File: src/rtl/data_mem_responder_pkg.sv
// Shared definitions for the data-port memory responder: word width and FSM state encodings.
package data_mem_responder_pkg;

    localparam int DEF_WORD_SIZE = 16;

    typedef enum logic [1:0] {
        DMEM_IDLE = 2'd0,
        DMEM_BUSY = 2'd1,
        DMEM_DONE = 2'd2
    } dmem_state_e;

endpackage

File: src/rtl/data_mem_responder_dmem_array.sv
// Single-port word array with synchronous write and a registered, reset-to-zero read port.
module dmem_array #(
    parameter int WORD_SIZE = 16,
    parameter int MEM_DEPTH = 256,
    parameter int ADDR_W    = $clog2(MEM_DEPTH)
) (
    input  logic                 clk,
    input  logic                 reset_n,
    input  logic                 we,
    input  logic                 re,
    input  logic [ADDR_W-1:0]    addr,
    input  logic [WORD_SIZE-1:0] wdata,
    output logic [WORD_SIZE-1:0] rdata
);

    logic [WORD_SIZE-1:0] mem_r [MEM_DEPTH];
    logic [WORD_SIZE-1:0] rdata_r;

    // Storage is intentionally not reset; contents are undefined until written.
    always_ff @(posedge clk) begin
        if (we) begin
            mem_r[addr] <= wdata;
        end
    end

    // Read register holds the last read word until the next read.
    always_ff @(posedge clk or negedge reset_n) begin
        if (!reset_n) begin
            rdata_r <= {WORD_SIZE{1'b0}};
        end else if (re) begin
            rdata_r <= mem_r[addr];
        end
    end

    assign rdata = rdata_r;

endmodule

File: src/rtl/data_mem_responder.sv
// Memory-side responder for the CPU data port: accepts one read/write at a time,
// stalls the MEM stage while busy, and pulses d_ready after a fixed latency.
module data_mem_responder
    import data_mem_responder_pkg::*;
#(
    parameter int WORD_SIZE = DEF_WORD_SIZE,
    parameter int MEM_DEPTH = 256,
    parameter int LATENCY   = 2
) (
    input  logic                 clk,
    input  logic                 reset_n,
    input  logic                 d_readM,
    input  logic                 d_writeM,
    input  logic [WORD_SIZE-1:0] d_address,
    input  logic [WORD_SIZE-1:0] d_data_in,
    output logic [WORD_SIZE-1:0] d_data_out,
    output logic                 d_ready,
    output logic                 d_busy,
    output logic                 d_err
);

    localparam int ADDR_W = $clog2(MEM_DEPTH);
    localparam int CNT_W  = (LATENCY > 1) ? $clog2(LATENCY) : 1;
    localparam logic [CNT_W-1:0] CNT_LOAD = CNT_W'(LATENCY - 1);

    dmem_state_e          state_r;
    dmem_state_e          state_nxt_s;
    logic [CNT_W-1:0]     count_r;
    logic [ADDR_W-1:0]    addr_r;
    logic [WORD_SIZE-1:0] wdata_r;
    logic                 is_write_r;
    logic                 is_conflict_r;
    logic                 ready_r;
    logic                 err_r;
    logic                 req_s;
    logic                 accept_s;
    logic                 commit_s;
    logic                 busy_s;
    logic                 unused_addr_s;

    assign req_s         = d_readM | d_writeM;
    assign unused_addr_s = ^d_address[WORD_SIZE-1:ADDR_W];

    // State register.
    always_ff @(posedge clk or negedge reset_n) begin
        if (!reset_n) begin
            state_r <= DMEM_IDLE;
        end else begin
            state_r <= state_nxt_s;
        end
    end

    // Next-state decode; commit happens on the edge leaving BUSY.
    always_comb begin
        state_nxt_s = state_r;
        accept_s    = 1'b0;
        commit_s    = 1'b0;
        busy_s      = 1'b0;
        case (state_r)
            DMEM_IDLE: begin
                if (req_s) begin
                    accept_s    = 1'b1;
                    busy_s      = 1'b1;
                    state_nxt_s = DMEM_BUSY;
                end else begin
                    state_nxt_s = DMEM_IDLE;
                end
            end
            DMEM_BUSY: begin
                busy_s = 1'b1;
                if (count_r == {CNT_W{1'b0}}) begin
                    commit_s    = 1'b1;
                    state_nxt_s = DMEM_DONE;
                end else begin
                    state_nxt_s = DMEM_BUSY;
                end
            end
            DMEM_DONE: begin
                state_nxt_s = DMEM_IDLE;
            end
            default: begin
                state_nxt_s = DMEM_IDLE;
            end
        endcase
    end

    // Request latches and latency counter; a conflicting request is treated as a write.
    always_ff @(posedge clk or negedge reset_n) begin
        if (!reset_n) begin
            count_r       <= {CNT_W{1'b0}};
            addr_r        <= {ADDR_W{1'b0}};
            wdata_r       <= {WORD_SIZE{1'b0}};
            is_write_r    <= 1'b0;
            is_conflict_r <= 1'b0;
        end else if (accept_s) begin
            count_r       <= CNT_LOAD;
            addr_r        <= d_address[ADDR_W-1:0];
            wdata_r       <= d_data_in;
            is_write_r    <= d_writeM;
            is_conflict_r <= d_readM & d_writeM;
        end else if ((state_r == DMEM_BUSY) && (count_r != {CNT_W{1'b0}})) begin
            count_r <= count_r - CNT_W'(1);
        end
    end

    // Completion pulses are registered so they coincide with the DONE cycle.
    always_ff @(posedge clk or negedge reset_n) begin
        if (!reset_n) begin
            ready_r <= 1'b0;
            err_r   <= 1'b0;
        end else begin
            ready_r <= commit_s;
            err_r   <= commit_s & is_conflict_r;
        end
    end

    dmem_array #(
        .WORD_SIZE (WORD_SIZE),
        .MEM_DEPTH (MEM_DEPTH),
        .ADDR_W    (ADDR_W)
    ) u_array (
        .clk     (clk),
        .reset_n (reset_n),
        .we      (commit_s & is_write_r),
        .re      (commit_s & ~is_write_r),
        .addr    (addr_r),
        .wdata   (wdata_r),
        .rdata   (d_data_out)
    );

    // Stall must stay low while in reset even if a request is already raised.
    assign d_busy  = reset_n & busy_s;
    assign d_ready = ready_r;
    assign d_err   = err_r;

endmodule

File: config.mk
export PLATFORM = sky130hd
export DESIGN_NAME = data_mem_responder
export DESIGN_NICKNAME = d
export VERILOG_FILES = /design/src/rtl/data_mem_responder_pkg.sv /design/src/rtl/data_mem_responder_dmem_array.sv /design/src/rtl/data_mem_responder.sv
export SDC_FILE = /design/constraint.sdc
export NUM_CORES = 2
export LEC_CHECK = 0
export BUFFER_PORTS_ARGS = -buffer_cell sky130_fd_sc_hd__buf_2
export CORE_ASPECT_RATIO = 2
export CORE_MARGIN = 4
export CORE_UTILIZATION = 25
export CTS_BUF_LIST = sky130_fd_sc_hd__clkbuf_2 sky130_fd_sc_hd__clkbuf_4 sky130_fd_sc_hd__clkbuf_8
export DETAILED_ROUTE_END_ITERATION = 8
export HOLD_SLACK_MARGIN = 0.1
export PLACE_DENSITY = 0.44
export SLEW_MARGIN = 20
export SYNTH_ARGS = -nofsm -noshare
export SYNTH_HDL_FRONTEND = slang
export SYNTH_SLANG_ARGS = --single-unit
File: constraint.sdc
create_clock -name clk -period 4.4 [get_ports clk]
set_clock_uncertainty 0.2 [all_clocks]
set_input_delay 0.88 -clock clk [delete_from_list [all_inputs] [get_ports clk]]
set_output_delay 0.88 -clock clk [all_outputs]
set_load 0.1 [all_outputs]
==> run_results.csv <==
group,metric,value,unit
routing,drtIter0Drc,6954,
synth,ys_async_sr_fraction,0.01134,
routing,wirelength,527700,um
cells_and_area,design_area,187500,um^2
clocking,cts_tree,"yes",
timing,rsz0062_at_grt,"no",
power,peakVddDrop,431.7,uV
cells_and_area,area_delta_synth_final,17.49,%
synth,synthFlopType,"edfxtp_1",
power,powerDensity,664.6,nW/um^2
routing,first_pass_iters,5,
grt,grt_pass1_wl,718400,um
die,coreArea,635600,um^2
cells_and_area,layout.nets,8244,
power,p_leak,58.34,nW
grt,grt_overflow,0,
clocking,clk_path_buf_depth,5,
die,start_util,0.2511,
die,die_w,573.0,um
die,chipHeight,1138,um
grt,grt_max_degree,114,
synth,synth_nets,7207,
timing,max_freq,237.7,MHz
critical_path,required,5.26,ns
timing,timing.final.crit_share,0.9560,
timing,worstMarginPinSlew,1.164,ns
clocking,cts_root_buf,"clkbuf_8",
clocking,cts_sinks,4143,
synth,synthDistinctLibCells,65,
synth,netlist.area_leader.share,0.7707,
clocking,hold_buffers,28,
place,io_buffers,46,
synth,syn_inst,7171,
place,gp_congestion,0.8554,
clocking,cts-buffers-inserted,594,
critical_path,path_class,"reg2reg",
grt,grt_use_total,0.1587,
clocking,clkTransAtPathRegs,0.07,ns
synth,synth_edf_count,4096,
synth,ys_ff_latch,4143,
timing,final_hold_viol_count,0,
synth,avgSynthCellArea,22.26,um^2
critical_path,startpoint_type,"flip-flop",
place,hpwl,351600,um
clocking,cts_setup_buffers,0,
grt,grt_pass1_vias,84672,
routing,wire_per_inst,31.14,um
routing,drc,0,
synth,yosysTopAreaCell,"edfxtp_1",
synth,synthTopCellsByCount,"edfxtp_1 (4096), mux4_2 (971), mux2i_1 (359), nor2_1 (322), nand2_1 (162)",
routing,viasPerCell,4.645,
status,status,"complete, no violations",
clocking,cts_resized,0,
critical_path,endpoint_kind,"flip-flop",
place,placedInstanceArea,176200,um^2
timing,slew_headroom,0.2197,
synth,synth_area_leaders,"edfxtp_1 (77%), mux4_2 (14%), mux2i_1 (2.3%)",
hold_path,hold_path_class,"in2async",
synth,yosysMostFrequentCell,"edfxtp_1",
critical_path,critPathMaxFanout,49,
routing,dr_total_vias,78716,
grt,antenna_found_initial,24,
synth,synth-seq-area-share,0.7780,
die,die_area,652000,um^2
synth,synth_warnings,0,
clocking,h-tree-depth,6,
clocking,worstSkewPairLatency,1.21,ns
timing,timing.final.max_slew_violations,0,
routing,postRouteAntennaNets,0,
timing,timing.setup.tns,0,ns
critical_path,worst_ep_arrival_time,5.06,ns
die,rows,414,
synth,netlist_area,159600,um^2
timing,setup_violations,0,
cells_and_area,drive_gt1_frac,0.3456,
flow_run,cap_violations,0,
timing,finalWorstPathRequiredPeriod,4.206,ns
power,total_power,0.1246,W
die,ioPinCount,55,
[final cells by class]
type / count / area, um^2
inverter: 5 / 31.28
fill: 61665 / 448100
clock buffer: 776 / 9673
sequential: 4143 / 124300
tap: 8320 / 10410
antenna: 20 / 50.05
multi-input combinational: 2608 / 33740
timing repair buffer: 856 / 8010
clock inverter: 217 / 1343
[final timing paths]
path	depth (start not counted)	slack, ns	to	from
min reg2reg	2	0.31	d_err$_DFF_PN0_	is_conflict_r$_DFFE_PN0P_
min in group clk	3	0.31	wdata_r[15]$_DFFE_PN0P_	d_data_in[15]
max in group asynchronous	3	2.97	addr_r[2]$_DFFE_PN0P_	reset_n
max reg2reg	11	0.19	u_array.rdata[11]$_DFFE_PN0P_	addr_r[1]$_DFFE_PN0P_
max	11	0.19	u_array.rdata[11]$_DFFE_PN0P_	addr_r[1]$_DFFE_PN0P_
min	3	0.31	wdata_r[2]$_DFFE_PN0P_	reset_n
[registers in the layout (all words and copies together) (netlist names)]
| signal | flops |
|---|---|
| u_array.mem_r | 4096 |
| u_array.rdata | 16 |
| wdata_r | 16 |
| addr_r | 8 |
| state_r | 2 |
| count_r | 1 |
| d_err | 1 |
| d_ready | 1 |
| is_conflict_r | 1 |
| is_write_r | 1 |
[per-layer routing]
layer | wire [um] | track usage | vias to the layer above
li1 | - | - | 32344
met1 | 180800 | 0.1631 | 43243
met2 | 295100 | 0.3058 | 2199
met3 | 18140 | 0.01875 | 920
met4 | 33540 | 0.09444 | 10
met5 | 68 | 0 | -
[cells in the final DEF, fill, tap and decap left out, drive strengths merged, types with 9 or more instances in the layout]
cell type / synthesis / final
and2: 13 / 13
a32oi: 24 / 24
o21ai: 97 / 97
a21oi: 89 / 89
nand2b: 14 / 14
edfxtp: 4096 / 4096
o22ai: 26 / 26
clkinvlp: 0 / 11
nor2b: 15 / 15
nand3: 42 / 42
a2111oi: 9 / 9
nor2: 322 / 322
nand2: 162 / 162
a211oi: 16 / 16
a22o: 22 / 22
a22oi: 131 / 131
nor3: 14 / 14
clkbuf: 130 / 776
dlygate4sd3: 0 / 28
dfrtp: 47 / 47
mux2i: 359 / 359
clkinv: 0 / 189
diode: 0 / 20
bufinv: 0 / 15
o22a: 29 / 29
a221oi: 15 / 15
a31oi: 53 / 53
mux4: 971 / 971
buf: 285 / 828
mux2: 100 / 100
[stage by stage]
stage / utilization / hold slack (ns) / setup WS [ns] / cells
6_report: 0.2950 / 0.3057 / 0.1936 / 16945
5_1_grt: 0.2950 / 0.2594 / 0.09531 / 16938
4_1_cts: 0.2949 / 0.1602 / 0.1907 / 16925
3_5_place_dp: 0.2772 / 0.3026 / 0.1819 / 15904
3_3_place_gp: 0.2770 / 0.2786 / 0.1781 / 15904
2_1_floorplan: - / 0.2666 / 0.2164 / 7171
[power breakdown]
part,switching (W),leakage [nW],internal (W)
clock,0.0148,5.82,0.0152
combinational,0.0277,15.2,0.0152
sequential,0.00206,37.3,0.0497
total,0.0446,58.3,0.0800
[critical path: stages, from the launching register on]
cell and delay [ns]:
dfrtp_4 0.80, buf_12 0.23, buf_12 0.17, buf_12 0.31
buf_4 0.35, mux2i_1 0.21, a21oi_1 0.09, o21ai_0 0.89
a31oi_1 0.24, buf_4 0.20, nor2_1 0.16, a31oi_1 0.11
[kinds of logic (layout without fill, tap and decap cells)]
group,count (synthesis),count (layout),synth area share
flops,4143,4143,0.7780
mux,1430,1430,0.1666
compound gates,551,551,0.02386
buf+inv,420,1854,0.01459
simple gates,627,627,0.01693
other cells,0,20,0
(Power assumes the default switching activity.)
